$ cat src/rtl/exc_arbiter_if.sv
// Commit-stage to CP0 exception handoff bundle.
// master = pipeline/CP0 side driving commit info and ack, slave = exc_arbiter.
interface exc_arbiter_if #(
  parameter int EXC_W  = 18,
  parameter int TYPE_W = 5,
  parameter int ADDR_W = 32
);
  logic              commit_vld;
  logic              stall;
  logic              nullinst;
  logic [EXC_W-1:0]  excp_i;
  logic              d_refs;
  logic              in_dslot;
  logic [ADDR_W-1:0] pc;
  logic [ADDR_W-1:0] m_vaddr;
  logic              cp0_ack;
  logic              exc_flag;
  logic              flush;
  logic              exc_req;
  logic [TYPE_W-1:0] exc_type;
  logic [ADDR_W-1:0] exc_baddr;
  logic              exc_save;
  logic [ADDR_W-1:0] exc_epc;
  logic              exc_bd;
  logic              redirect;
  logic [15:0]       exc_count;

  modport master (
    output commit_vld, stall, nullinst, excp_i, d_refs, in_dslot, pc, m_vaddr, cp0_ack,
    input  exc_flag, flush, exc_req, exc_type, exc_baddr, exc_save, exc_epc, exc_bd,
           redirect, exc_count
  );

  modport slave (
    input  commit_vld, stall, nullinst, excp_i, d_refs, in_dslot, pc, m_vaddr, cp0_ack,
    output exc_flag, flush, exc_req, exc_type, exc_baddr, exc_save, exc_epc, exc_bd,
           redirect, exc_count
  );
endinterface

$ cat src/rtl/exc_arbiter.sv
// Commit-stage exception arbiter: picks the highest-priority exception,
// latches its record and hands it to CP0 while the pipeline is flushed.
//
//  state    | meaning
//  ---------+---------------------------------------------------------
//  IDLE     | no record pending; capture on exc_flag & ~stall
//  WAIT_ACK | record held for CP0, flush asserted, new exceptions ignored
//  REDIR    | one-cycle redirect pulse to fetch, flush still asserted
module exc_arbiter #(
  parameter int                        EXC_W      = 18,
  parameter int                        TYPE_W     = 5,
  parameter int                        ADDR_W     = 32,
  parameter logic [EXC_W*TYPE_W-1:0]   TYPE_TABLE = {5'd18, 5'd17, 5'd16, 5'd15, 5'd14, 5'd13,
                                                     5'd12, 5'd11, 5'd10, 5'd9,  5'd8,  5'd7,
                                                     5'd6,  5'd5,  5'd4,  5'd3,  5'd2,  5'd1},
  parameter logic [EXC_W-1:0]          BADDR_PC   = 18'h0001C,
  parameter logic [EXC_W-1:0]          BADDR_MEM  = 18'h0F000,
  parameter logic [TYPE_W-1:0]         NOEXC_CODE = '0
) (
  input logic          clk,
  input logic          rst,
  exc_arbiter_if.slave bus
);

  typedef enum logic [1:0] {IDLE, WAIT_ACK, REDIR} state_t;

  state_t            state_q, state_d;
  logic [EXC_W-1:0]  q;
  logic              flag;
  logic              capture;
  logic [TYPE_W-1:0] type_c;
  logic              pc_sel, mem_sel;
  logic [ADDR_W-1:0] baddr_c;
  logic              save_c;
  logic [ADDR_W-1:0] epc_c;

  logic [TYPE_W-1:0] type_q;
  logic [ADDR_W-1:0] baddr_q;
  logic              save_q;
  logic [ADDR_W-1:0] epc_q;
  logic              bd_q;
  logic [15:0]       cnt_q;

  assign q    = bus.excp_i & {EXC_W{bus.commit_vld & ~bus.nullinst}};
  assign flag = |q;

  // Priority select: scan high to low so the lowest set bit is written last and wins.
  always_comb begin
    type_c  = NOEXC_CODE;
    pc_sel  = 1'b0;
    mem_sel = 1'b0;
    for (int i = EXC_W - 1; i >= 0; i--) begin
      if (q[i]) begin
        type_c  = TYPE_TABLE[i*TYPE_W +: TYPE_W];
        pc_sel  = BADDR_PC[i];
        mem_sel = BADDR_MEM[i];
      end
    end
  end

  // Bad address / save flag; a pc-sourced fault never flags a data reference.
  always_comb begin
    baddr_c = '0;
    save_c  = bus.d_refs;
    if (pc_sel) begin
      baddr_c = bus.pc;
      save_c  = 1'b0;
    end else if (mem_sel) begin
      baddr_c = bus.m_vaddr;
    end
    epc_c = bus.in_dslot ? (bus.pc - ADDR_W'(4)) : bus.pc;
  end

  // Next-state logic; ack only matters while a record is pending.
  always_comb begin
    state_d = state_q;
    capture = 1'b0;
    case (state_q)
      IDLE: begin
        if (flag && !bus.stall) begin
          capture = 1'b1;
          state_d = WAIT_ACK;
        end
      end
      WAIT_ACK: if (bus.cp0_ack) state_d = REDIR;
      REDIR:    state_d = IDLE;
      default:  state_d = IDLE;
    endcase
  end

  // State register.
  always_ff @(posedge clk) begin
    if (rst) state_q <= IDLE;
    else     state_q <= state_d;
  end

  // Exception record and saturating accept counter, loaded only on the capture edge.
  always_ff @(posedge clk) begin
    if (rst) begin
      type_q  <= NOEXC_CODE;
      baddr_q <= '0;
      save_q  <= 1'b0;
      epc_q   <= '0;
      bd_q    <= 1'b0;
      cnt_q   <= '0;
    end else if (capture) begin
      type_q  <= type_c;
      baddr_q <= baddr_c;
      save_q  <= save_c;
      epc_q   <= epc_c;
      bd_q    <= bus.in_dslot;
      if (cnt_q != 16'hFFFF) cnt_q <= cnt_q + 16'd1;
    end
  end

  assign bus.exc_flag  = flag;
  assign bus.exc_req   = (state_q == WAIT_ACK);
  assign bus.flush     = (state_q == WAIT_ACK) || (state_q == REDIR);
  assign bus.redirect  = (state_q == REDIR);
  assign bus.exc_type  = type_q;
  assign bus.exc_baddr = baddr_q;
  assign bus.exc_save  = save_q;
  assign bus.exc_epc   = epc_q;
  assign bus.exc_bd    = bd_q;
  assign bus.exc_count = cnt_q;

endmodule

$ cat src/flat_wrapper.sv
// flat-port wrapper written by rule: the top's interface ports become plain ports
module exc_arbiter_flat 
#(
  parameter int                        EXC_W      = 18,
  parameter int                        TYPE_W     = 5,
  parameter int                        ADDR_W     = 32,
  parameter logic [EXC_W*TYPE_W-1:0]   TYPE_TABLE = {5'd18, 5'd17, 5'd16, 5'd15, 5'd14, 5'd13,
                                                     5'd12, 5'd11, 5'd10, 5'd9,  5'd8,  5'd7,
                                                     5'd6,  5'd5,  5'd4,  5'd3,  5'd2,  5'd1},
  parameter logic [EXC_W-1:0]          BADDR_PC   = 18'h0001C,
  parameter logic [EXC_W-1:0]          BADDR_MEM  = 18'h0F000,
  parameter logic [TYPE_W-1:0]         NOEXC_CODE = '0
)
  (clk, rst, bus_commit_vld, bus_stall, bus_nullinst, bus_excp_i, bus_d_refs, bus_in_dslot, bus_pc, bus_m_vaddr, bus_cp0_ack, bus_exc_flag, bus_flush, bus_exc_req, bus_exc_type, bus_exc_baddr, bus_exc_save, bus_exc_epc, bus_exc_bd, bus_redirect, bus_exc_count);
  exc_arbiter_if #(.EXC_W(EXC_W), .TYPE_W(TYPE_W), .ADDR_W(ADDR_W)) bus_i ();
  input logic clk;
  input logic rst;
  input wire logic [$bits(bus_i.commit_vld)-1:0] bus_commit_vld;
  input wire logic [$bits(bus_i.stall)-1:0] bus_stall;
  input wire logic [$bits(bus_i.nullinst)-1:0] bus_nullinst;
  input wire logic [$bits(bus_i.excp_i)-1:0] bus_excp_i;
  input wire logic [$bits(bus_i.d_refs)-1:0] bus_d_refs;
  input wire logic [$bits(bus_i.in_dslot)-1:0] bus_in_dslot;
  input wire logic [$bits(bus_i.pc)-1:0] bus_pc;
  input wire logic [$bits(bus_i.m_vaddr)-1:0] bus_m_vaddr;
  input wire logic [$bits(bus_i.cp0_ack)-1:0] bus_cp0_ack;
  output wire logic [$bits(bus_i.exc_flag)-1:0] bus_exc_flag;
  output wire logic [$bits(bus_i.flush)-1:0] bus_flush;
  output wire logic [$bits(bus_i.exc_req)-1:0] bus_exc_req;
  output wire logic [$bits(bus_i.exc_type)-1:0] bus_exc_type;
  output wire logic [$bits(bus_i.exc_baddr)-1:0] bus_exc_baddr;
  output wire logic [$bits(bus_i.exc_save)-1:0] bus_exc_save;
  output wire logic [$bits(bus_i.exc_epc)-1:0] bus_exc_epc;
  output wire logic [$bits(bus_i.exc_bd)-1:0] bus_exc_bd;
  output wire logic [$bits(bus_i.redirect)-1:0] bus_redirect;
  output wire logic [$bits(bus_i.exc_count)-1:0] bus_exc_count;
  assign bus_i.commit_vld = bus_commit_vld;
  assign bus_i.stall = bus_stall;
  assign bus_i.nullinst = bus_nullinst;
  assign bus_i.excp_i = bus_excp_i;
  assign bus_i.d_refs = bus_d_refs;
  assign bus_i.in_dslot = bus_in_dslot;
  assign bus_i.pc = bus_pc;
  assign bus_i.m_vaddr = bus_m_vaddr;
  assign bus_i.cp0_ack = bus_cp0_ack;
  assign bus_exc_flag = bus_i.exc_flag;
  assign bus_flush = bus_i.flush;
  assign bus_exc_req = bus_i.exc_req;
  assign bus_exc_type = bus_i.exc_type;
  assign bus_exc_baddr = bus_i.exc_baddr;
  assign bus_exc_save = bus_i.exc_save;
  assign bus_exc_epc = bus_i.exc_epc;
  assign bus_exc_bd = bus_i.exc_bd;
  assign bus_redirect = bus_i.redirect;
  assign bus_exc_count = bus_i.exc_count;
  exc_arbiter #(.EXC_W(EXC_W), .TYPE_W(TYPE_W), .ADDR_W(ADDR_W), .TYPE_TABLE(TYPE_TABLE), .BADDR_PC(BADDR_PC), .BADDR_MEM(BADDR_MEM), .NOEXC_CODE(NOEXC_CODE)) u_core (.clk(clk), .rst(rst), .bus(bus_i));
endmodule
$ cat config.mk
export PLATFORM = sky130hd
export DESIGN_NAME = exc_arbiter_flat
export DESIGN_NICKNAME = d
export VERILOG_FILES = /design/src/rtl/exc_arbiter_if.sv /design/src/rtl/exc_arbiter.sv /design/src/flat_wrapper.sv
export SDC_FILE = /design/constraint.sdc
export NUM_CORES = 1
export LEC_CHECK = 0
export ABC_CLOCK_PERIOD_IN_PS = 5300
export BUFFER_PORTS_ARGS = -buffer_cell sky130_fd_sc_hd__buf_2
export CORE_ASPECT_RATIO = 0.5
export CORE_MARGIN = 2
export CORE_UTILIZATION = 30
export DETAILED_ROUTE_END_ITERATION = 16
export GPL_TIMING_DRIVEN = 0
export HOLD_SLACK_MARGIN = 0.1
export PLACE_DENSITY_LB_ADDON = 0.3
export SYNTH_ARGS = -nofsm -noshare
export SYNTH_HDL_FRONTEND = slang
export SYNTH_SLANG_ARGS = --single-unit
$ cat constraint.sdc
create_clock -name clk -period 5.3 [get_ports clk]
set_input_delay 1.06 -clock clk [delete_from_list [all_inputs] [get_ports clk]]
set_output_delay 1.06 -clock clk [all_outputs]
set_load 0.02 [all_outputs]
# After elaboration in Yosys (flattened, before gate mapping)
# Cells that the tools add are included.
# word_totals
ff_bits	89
elab_cells	72
# op_classes
addsub	2
eq_ne	5
muxes	48
bitwise	3
reduce_logical	7
# op_table
operator	n
$mux W32	3
$mux W5	18
$sub A32 B3 Y32 const B	1
$mux W1	24
$and A18 B18 Y18	1
$reduce_or A18 Y1	1
$add A16 B1 Y16 const B	1
$ne A16 B16 Y1 const B	1
$mux W2	2
$pmux W2 S2	1
$reduce_and A2 Y1	2
$eq A2 B1 Y1 const B	1
$eq A2 B2 Y1 const B	1
$logic_not A2 Y1	1
$ne A2 B1 Y1 const B	1
$ne A2 B2 Y1 const B	1
$and A1 B1 Y1	1
$logic_and A1 B1 Y1	1
$logic_not A1 Y1	1
$logic_or A1 B1 Y1	1
$not A1 Y1	1

# Depth between registers and ports, before layout
# logic_depth
word_depth	21
mapped_depth	9
ltp_nobuf	7

# Worst setup path before layout
# Ideal clock, no wire load.
# synth_timing
path_type	input to output
start	input port bus_excp_i[10]
end	output port bus_exc_flag
arrival_time_ns	2.029
t_required_ns	4.240
setup_slack_ns	2.211
path_stages	4
path_buffers	0
cell_sequence	or4_4 nor2_4 and3_1 nor3b_1
# synth_between
elab_chain_cells	2
# synth_rtl
item	line	text
start: declaration	flat_wrapper.sv:21	input wire logic [$bits(bus_i.excp_i)-1:0] bus_excp_i;
$and A18 B18 Y18	exc_arbiter.sv:44	assign q = bus.excp_i & {EXC_W{bus.commit_vld & ~bus.nullinst}};
$reduce_or A18 Y1	exc_arbiter.sv:45	assign flag = |q;
end: declaration	flat_wrapper.sv:27	output wire logic [$bits(bus_i.exc_flag)-1:0] bus_exc_flag;
# No other way between the ends.

# Worst setup path after layout
# Same ends and word-level chain as after synthesis.

==> run metrics <==
power density relative to cell area between 200 and 300 nW/um^2; fraction of layout cells with a size suffix above 1 0.313; average wire per standard cell about 16 microns; height of the die 90.5 microns; worst rel slew slack 0.515; sequential area share after synthesis 0.397; number of cells traversed by the worst hold path 2; number of nets with antenna violations after routing 0; Post-Synthesis Net Count approximately 620; share of flip-flops with an asynchronous set or reset after synthesis 0; overall via count from detail_route between 4000 and 5000; run status finished clean; Max VDD drop about 0.15 mV; hold_buf cts 0; post-synthesis instance area ~4500 sq um; number of warnings reported in the yosys synthesis log 0; Fin Clk Skew between 0.006 and 0.007 ns; start-to-end type of the worst setup path in2out; final routed wirelength across all metal layers between 10000 and 15000 microns; number of antenna violations at the first check in global routing 2; Post-DP HPWL around 11000 microns; Post-layout nets between 800 and 900; highest-count cells in the layout ignoring fill and taps 186 x sky130_fd_sc_hd__buf_2, 89 x sky130_fd_sc_hd__dfxtp_1, 80 x sky130_fd_sc_hd__nor2_1; pin count of the biggest net entering global routing 15; TritonCTS Sinks between 80 and 90; top layer in use met5; Setup TNS Final 0 ns; Residual DRC 0; layout overhead on the synthesized area 32.7%; dominant cell type by area after synthesis sky130_fd_sc_hd__dfxtp_1; endpoint arrival time on the critical path 2.33 ns; launching point of the worst reg2reg path u_core.state_q[0]; number of ports placed on the die boundary 181; wire length on met1 6690 microns; path depth of the worst reg2reg path 7; total core area 14500 sq um; TritonCTS buffer count 9; all-layer global routing usage 0.185; top cell type's share of synthesized area 0.397; cell types occupying the most area after synthesis sky130_fd_sc_hd__dfxtp_1 40%, sky130_fd_sc_hd__nor2_1 6.7%, sky130_fd_sc_hd__a221oi_1 6.2%, sky130_fd_sc_hd__nor3_1 5.4%, sky130_fd_sc_hd__a211oi_1 4.7%; element type at the critical path end primary output; highest achievable clock rate 295 MHz; data required time of the critical path between 4 and 5 ns; Detail Route met3 WL 911 microns; row count 31; RSZ-0062 raised after global routing no; worst min-delay path endpoint u_core.bus.exc_type[1]; startpoint types input pin; synth unique cells 55; via count of the first global-routing pass roughly 4500; Max-Cap Viols 0; root buffer cell sky130_fd_sc_hd__clkbuf_16; EDFF count, synth 0; total count of max-transition violations in the final report 0; Die W 177 microns; wire length of the first global-routing pass approximately 24000 microns; number of setup violations in the final report 0; CTS tree done; register bit total from synthesis 89; worst-skew pair later-pin latency between 0.3 and 0.4 ns; setup slack, reg-to-reg 3.14 ns; final critical-path share of the clock period 0.640; pin slew with the least headroom to its limit 0.722 ns; average size of a mapped cell ~8.5 sq um; combined area of the multi-input logic cells 2460 sq um; final standard cell utilization of the core 0.409; final weighted congestion in routability-driven placement approximately 0.83; worst min-delay path class reg2reg; overall overflow remaining after global route 0; worst hold path startpoint u_core.bus.exc_type[1]; most used flip-flop cell after synthesis sky130_fd_sc_hd__dfxtp_1; sequential standard cell area about 1800 sq um; minimum hold slack 0.449 ns; post-CTS setup repair buffer count 0; register clock-pin slew on the reported worst setup and hold paths about 0.07 ns; number of H-tree levels 3; number of inserted filler cells in the final layout around 1500; commonest non-fill, non-tap cell in the layout sky130_fd_sc_hd__buf_2; number of DRC markers in iteration 0 approximately 240; PostCTS Resize Cnt 0; met2 routed WL between 7000 and 8000 microns; post-layout minimum cycle time about 3.4 ns; leakage power 2.44 nW; final-report hold violation count 0; initial core utilization 0.309; cell count after synthesis about 530; count of buffers inserted at the top-level ports approximately 180; total cell area at the placement stage between 5000 and 6000 sq um; power after layout between 0.0015 and 0.002 W; detail-routed via count per cell between 5 and 6; area of the die 16000 sq um; finished layout cell area approximately 6000 sq um; Reg2Reg Capture Point u_core.bus.exc_type[3]; clk buf depth 2; first-pass iteration count of the detailed router 4; Worst Path Max Fanout 5
kinds of logic (layout without fill, tap and decap cells):
| logic type | after synthesis | in the layout | synth area share |
|---|---|---|---|
| adder cells (fa/ha/maj) | 5 | 5 | 0.0139 |
| multiplexers | 2 | 2 | 0.00502 |
| AND/OR/NAND/NOR | 241 | 241 | 0.289 |
| other | 0 | 1 | 0 |
| buffers and inverters | 48 | 243 | 0.0549 |
| AO/OA/AOI/OAI | 116 | 116 | 0.188 |
| flip-flops | 89 | 89 | 0.397 |
| XOR/XNOR | 27 | 27 | 0.0527 |
worst max-delay path, stage by stage:
cell and delay (ns):
sky130_fd_sc_hd__buf_2 0.12, sky130_fd_sc_hd__or4_4 0.55, sky130_fd_sc_hd__nor2_4 0.17, sky130_fd_sc_hd__and3_1 0.22
sky130_fd_sc_hd__nor3b_1 0.06, sky130_fd_sc_hd__buf_2 0.15
where the power goes:
group          total [W]  leakage, nW  internal (W)  switching, W
registers       0.000713        0.724      0.000699     0.0000147
logic           0.000259         1.56     0.0000972      0.000162
clock network   0.000696        0.159      0.000426      0.000270
total            0.00167         2.44       0.00122      0.000446
how the worst max path moves through the flow:
| stage | from | endpoint | depth (start not counted) |
|---|---|---|---|
| floorplan | bus_excp_i[10] | bus_exc_flag | 4 |
| global placement | bus_excp_i[10] | bus_exc_flag | 6 |
| detailed placement | bus_excp_i[10] | bus_exc_flag | 6 |
| CTS | bus_excp_i[10] | bus_exc_flag | 6 |
| global route | bus_excp_i[6] | bus_exc_flag | 6 |
| finish | bus_excp_i[10] | bus_exc_flag | 6 |
registers in the layout (all words and copies together) (netlist names):
signal	cells
u_core.bus.exc_baddr	32
u_core.state_q	2
u_core.bus.exc_save	1
u_core.bus.exc_type	5
u_core.bus.exc_epc	32
u_core.bus.exc_count	16
u_core.bus.exc_bd	1
Yosys cell counts (2+ instances only):
cell type	n
sky130_fd_sc_hd__nor2b_1	4
sky130_fd_sc_hd__mux2_1	2
sky130_fd_sc_hd__and4_1	3
sky130_fd_sc_hd__clkbuf_1	24
sky130_fd_sc_hd__a311oi_1	2
sky130_fd_sc_hd__a221oi_1	32
sky130_fd_sc_hd__or4_1	13
sky130_fd_sc_hd__and2_1	3
sky130_fd_sc_hd__ha_1	5
sky130_fd_sc_hd__a211oi_1	28
sky130_fd_sc_hd__buf_2	7
sky130_fd_sc_hd__or2_2	4
sky130_fd_sc_hd__dfxtp_1	89
sky130_fd_sc_hd__inv_1	8
sky130_fd_sc_hd__or4_4	3
sky130_fd_sc_hd__a31oi_1	3
sky130_fd_sc_hd__nor3b_1	5
sky130_fd_sc_hd__or3_1	3
sky130_fd_sc_hd__xor2_1	4
sky130_fd_sc_hd__nand2_1	26
sky130_fd_sc_hd__a21oi_1	24
sky130_fd_sc_hd__and3_1	3
sky130_fd_sc_hd__buf_6	5
sky130_fd_sc_hd__buf_4	2
sky130_fd_sc_hd__nor3_1	48
sky130_fd_sc_hd__o31ai_1	13
sky130_fd_sc_hd__xnor2_1	23
sky130_fd_sc_hd__nor4_1	14
sky130_fd_sc_hd__nand2b_1	2
sky130_fd_sc_hd__o21ai_0	6
sky130_fd_sc_hd__nor2_1	80
sky130_fd_sc_hd__nand4_1	10
sky130_fd_sc_hd__nand3_1	8
metrics by stage:
step | std cells | setup slack, ns
2_1_floorplan | 528 | 2.21
3_3_place_gp | 905 | 1.92
3_5_place_dp | 905 | 1.91
4_1_cts | 921 | 1.91
5_1_grt | 921 | 1.79
6_report | 922 | 1.91
routing by layer:
metal / up-vias / global-route usage
li1: 2346 / -
met2: 110 / 0.309
met3: 10 / 0.0450
met5: - / 0
met1: 2282 / 0.245
met4: 2 / 0.0324
cell type report:
cell class,instances,area share
diodes,1,0.000420
repair buffers,179,0.150
clock buffers,11,0.0408
flip-flops and latches,89,0.299
plain buffers,40,0.0363
inverters,8,0.00504
multi-input cells,391,0.413
clock inverters,5,0.0132
well taps,198,0.0416
No activity file was read; power rests on OpenSTA's default activity.
